==> config.mk <==
export PLATFORM = sky130hd
export DESIGN_NAME = thermal_plant
export DESIGN_NICKNAME = d
export VERILOG_FILES = /design/src/rtl/thermal_plant.sv
export SDC_FILE = /design/constraint.sdc
export NUM_CORES = 1
export LEC_CHECK = 0
export CORE_MARGIN = 1.5
export CORE_UTILIZATION = 40
export DETAILED_ROUTE_END_ITERATION = 7
export PLACE_DENSITY = 0.79
export SKIP_LAST_GASP = 1
export SLEW_MARGIN = 20
export SYNTH_ARGS = -nofsm -noshare
export SYNTH_HDL_FRONTEND = slang
export SYNTH_SLANG_ARGS = --single-unit
==> constraint.sdc <==
create_clock -name clk -period 2 [get_ports clk]
set_clock_uncertainty 0.2 [all_clocks]
set_input_delay 0.4 -clock clk [delete_from_list [all_inputs] [get_ports clk]]
set_output_delay 0.4 -clock clk [all_outputs]
set_load 0.03 [all_outputs]
==> src/rtl/thermal_plant.sv <==
// -----------------------------------------------------------------------------
// thermal_plant
//   Room model at the far end of the air-conditioning loop. It takes the
//   heating/cooling commands from the ac controller and produces the 5-bit
//   room temperature the controller reads back, closing the loop for
//   system-level simulation and FPGA demos.
//
//   Every TICK_DIV enabled clocks an update tick occurs:
//   - Heating raises the temperature one degree, saturating at 31.
//   - Cooling lowers it one degree, saturating at 0.
//   - When both are asserted the temperature holds and a sticky fault is raised.
//   - While idle, every AMBIENT_DIV ticks the room drifts one degree toward
//     AMBIENT.
//
// Ports
//   clk          in   1  system clock, rising edge
//   rst_n        in   1  asynchronous active-low reset
//   enable       in   1  1 = plant evolves, 0 = all state holds
//   heating      in   1  heating command
//   cooling      in   1  cooling command
//   load         in   1  synchronous preset of temperature (beats enable)
//   load_value   in   5  value written on load
//   temperature  out  5  registered room temperature
//   tick         out  1  registered one-cycle pulse per update tick
//   fault        out  1  sticky: heating and cooling together on a tick
//   at_min       out  1  temperature == 0
//   at_max       out  1  temperature == 31
//
// Handshake: none. Inputs are levels, sampled only on the tick edge;
// outputs are valid every cycle.
// -----------------------------------------------------------------------------
module thermal_plant #(
    parameter int         TICK_DIV    = 4,
    parameter int         AMBIENT_DIV = 4,
    parameter logic [4:0] AMBIENT     = 5'd18,
    parameter logic [4:0] INIT_TEMP   = 5'd18
) (
    input  logic       clk,
    input  logic       rst_n,
    input  logic       enable,
    input  logic       heating,
    input  logic       cooling,
    input  logic       load,
    input  logic [4:0] load_value,
    output logic [4:0] temperature,
    output logic       tick,
    output logic       fault,
    output logic       at_min,
    output logic       at_max
);

    // AMBIENT_DIV may be 1, which would give a zero-width counter.
    localparam int TW = $clog2(TICK_DIV);
    localparam int DW = (AMBIENT_DIV > 1) ? $clog2(AMBIENT_DIV) : 1;

    localparam logic [TW-1:0] TICK_LAST  = TW'(TICK_DIV - 1);
    localparam logic [DW-1:0] DRIFT_LAST = DW'(AMBIENT_DIV - 1);

    logic [TW-1:0] tick_cnt;
    logic [DW-1:0] drift_cnt;

    // Next values applied on a tick edge.
    logic [4:0]    temp_upd;
    logic [DW-1:0] drift_upd;
    logic          fault_upd;

    always_comb begin
        temp_upd  = temperature;
        drift_upd = '0;
        fault_upd = fault;
        if (heating && cooling) begin
            fault_upd = 1'b1;
        end else if (heating) begin
            if (temperature != 5'd31) temp_upd = temperature + 5'd1;
        end else if (cooling) begin
            if (temperature != 5'd0) temp_upd = temperature - 5'd1;
        end else if (drift_cnt != DRIFT_LAST) begin
            drift_upd = drift_cnt + DW'(1);
        end else begin
            // Drift step: move one degree toward ambient, hold when there.
            if (temperature < AMBIENT)
                temp_upd = temperature + 5'd1;
            else if (temperature > AMBIENT)
                temp_upd = temperature - 5'd1;
        end
    end

    always_ff @(posedge clk or negedge rst_n) begin
        if (!rst_n) begin
            temperature <= INIT_TEMP;
            tick        <= 1'b0;
            fault       <= 1'b0;
            tick_cnt    <= '0;
            drift_cnt   <= '0;
        end else if (load) begin
            // Preset restarts both dividers so the next tick is a full
            // period away; fault is deliberately left alone.
            temperature <= load_value;
            tick_cnt    <= '0;
            drift_cnt   <= '0;
            tick        <= 1'b0;
        end else if (enable) begin
            if (tick_cnt == TICK_LAST) begin
                tick_cnt    <= '0;
                tick        <= 1'b1;
                temperature <= temp_upd;
                drift_cnt   <= drift_upd;
                fault       <= fault_upd;
            end else begin
                tick_cnt <= tick_cnt + TW'(1);
                tick     <= 1'b0;
            end
        end else begin
            tick <= 1'b0;
        end
    end

    assign at_min = (temperature == 5'd0);
    assign at_max = (temperature == 5'd31);

endmodule

==> impl_metrics.toml <==
[synthesis]
synth_area_leaders = "dfrtp_1 28%, ha_1 9.2%, dfstp_2 6.5%, nor2_1 5.5%, a21oi_1 4.3%"
ys.flop_type = "dfrtp_1"
synth_top_cells_by_count = "12 x nor2_1, 9 x dfrtp_1, 7 x a21oi_1"
synth_cell_types = 35
yosysMostFrequentCell = "nor2_1"
synth_area_per_cell_sq_um = 9.12
synth_edf_count = 0
synth_fp_nets = 106
yosysTopAreaCell = "dfrtp_1"
synthArstFlopShare_pct = 100
yosys_register_bits = 11
syn_area_sq_um = 812
netlist_instances = 89
synth_top_area_share_pct = 27.7
synth_seq_area_share_pct = 34.2
ys_warn_count = 0

[pwr]
power_frac_seq_pct = 40.2
p_switching_uw = 233
p_int_uw = 449
p_leak_uw = 0.000551
switching_share_pct = 34.2
clock_power_share_pct = 22.1
power_density_nw_per_um2 = 555
p_comb_share_pct = 37.8
peakVddDrop_mv = 0.461

[worst_setup_path]
reg2reg_depth = 8
setup.worst_path.start_class = "flip-flop"
crit_chain = "ha_4 -> and3_4 -> ha_4 -> buf_6"
end_kind = "primary output"
cp_slowest_cell = "dfstp_2"
worstPathArrival_ns = 1.44
crit_type = "flip-flop to primary output"
cp_slowest_stage_delay_ns = 0.59
worstPathRequired_ns = 1.40
r2r-start = "temperature[0]"
r2r_end = "temperature[1]"
path_max_fanout = 4
crit_path_frequent_cell = "ha_4"
reg2reg_slack_ns = 0

[grt]
overflow = 0
track_usage_pct = 18.4
antenna_found_initial = 0
grt_pass1_wl_um = 2940
grt_pass1_vias = 674
grt_max_degree = 12

[run]
max_cap_violations = 0

[final_layout]
syn_to_final_growth_pct = 51.3
drive_above_1_share_pct = 34.4
fin_cells = 152
diodes = 0
nets = 143
fillers = 167
final_util_pct = 63.3

[sta]
hold_violations = 0
min_period_ns = 2.04
setup_viol_count_final = 1
fmax_ghz = 0.490
slew_headroom_pct = 65.4
drv_slew = 0
period_share_pct = 102
rsz0062_at_grt = "true"
tightest_slew_ns = 0.517
worst_slack_ns = -0.0428

[detailed_routing]
dr.pass1.iters = 4
drc = 0
vias = 778
wl_per_cell_um = 12.9
vias_per_cell = 5.12
drt-initial-drc-count = 15
ant_nets = 0
totalWireLength_um = 1960

[floorplan]
chipWidth_um = 48.1
core-area_sq_um = 1940
start_util_pct = 41.8
chipHeight_um = 48.1
io_pins = 20
rows = 16
die_area_sq_um = 2310

[clock_network]
clockBufferDepth = 2
clock_latency_ns = 0.26
cts_tree = "built"
cts_root_buf = "clkbuf_4"
h-tree-depth = 1
path_clk_slew_ns = 0.07
cts_sinks = 11
numCtsBuffers = 3

[placement]
gp_congestion = 0.868
place_inst = 143
portBuffers = 19
hpwl_um = 1460

[status]
violations = "negative setup slack"
outcome = "finished with violations"

[hold_path]
hp-class = "input pin to asynchronous set/reset pin"
[cell families after synthesis]
kind of cell / after synthesis / synth area share, %
adders and majority gates: 6 / 9.24
and+or+nand+nor: 32 / 21.3
AOI/OAI and AO/OA: 24 / 21.3
xor gates and xnor gates: 3 / 3.24
buffers and inverters: 10 / 7.09
DFF: 11 / 34.2
muxes: 3 / 3.70
[per-stage QoR]
step                      TNS, ns  cell area (sq um)  hold WS [ns]  setup WS [ns]  total power (uW)
after global placement     -0.907               1150         0.259         -0.234               514
after global routing       -0.364               1230         0.306        -0.0905               717
after CTS                 -0.0572               1210         0.289        -0.0572               681
after floorplan            -0.350                865       -0.0956         -0.100               422
after detailed placement   -0.993               1150         0.280         -0.257               520
final                     -0.0428               1230         0.276        -0.0428               682
[final cells by class]
type                            count  area (sq um)  area share [%]
Clock buffer                        4          26.3            2.14
Inverter                            4          17.5            1.43
Multi-Input combinational cell     68           543            44.2
Sequential cell                    11           279            22.7
Tap cell                           27          33.8            2.75
Timing Repair Buffer               38           329            26.8
[worst max-delay path, delay by kind of cell (launching register included)]
family                     cells  cell delay (ns)
DFF                            1             0.59
adders and majority gates      2             0.28
and+or+nand+nor                1             0.18
buffers and inverters          1             0.12
[state kept, by name (all words and copies together), names as in the netlist]
| register | cells |
|---|---|
| drift_cnt | 2 |
| temperature | 5 |
| tick | 1 |
| fault | 1 |
| tick_cnt | 2 |
[cell usage in the layout (no fill, tap or decap), types with 2 or more instances in the layout]
cell type,count
buf_4,19
clkdlybuf4s50_1,12
nor2_1,11
dfrtp_1,8
nand2_1,6
a21oi_1,5
dlygate4sd2_1,5
nor3_1,3
mux2i_1,3
ha_4,3
ha_1,3
clkbuf_4,3
nand3_1,2
xor2_1,2
a31oi_1,2
a21oi_2,2
a211oi_2,2
inv_1,2
o21ai_0,2
nor2b_1,2
nand2b_1,2
nor3b_1,2
o21ai_1,2
buf_6,2
dfstp_2,2
[worst max path at each step]
stage	startpoint	end	slack (ns)	cells after the start
CTS	temperature[1]	at_max	-0.06	4
detailed placement	heating	temperature[3]	-0.26	6
global route	temperature[1]	at_max	-0.09	4
floorplan	temperature[0]	temperature[1]	-0.10	7
finish	temperature[1]	at_max	-0.04	4
global placement	heating	temperature[3]	-0.23	6
[layer usage]
metal / vias up / GRT usage [%] / wire, um
met2: 18 / 26.7 / 905
met3: 4 / 1.13 / 57
met5: - / 0 / 0
met4: 0 / 8.11 / 25
li1: 386 / - / -
met1: 370 / 27.9 / 968
[what timing repair did]
item,4_1_cts,5_1_grt
endpoints found under the setup margin,12,7
cloned,0,0
hold endpoints to repair,0,0
hold buffers,0,0
pin swaps,3,2
setup buffers,5,0
resized for setup,7,4
[power by group through the flow]
stage / Combinational, uW / Sequential [uW] / Clock, uW
after global routing: 278 / 277 / 162
after floorplan: 126 / 296 / 0
final: 257 / 274 / 150
after detailed placement: 241 / 279 / 0
after global placement: 237 / 277 / 0
after CTS: 252 / 274 / 155
Power figures use the tool's default switching activity.
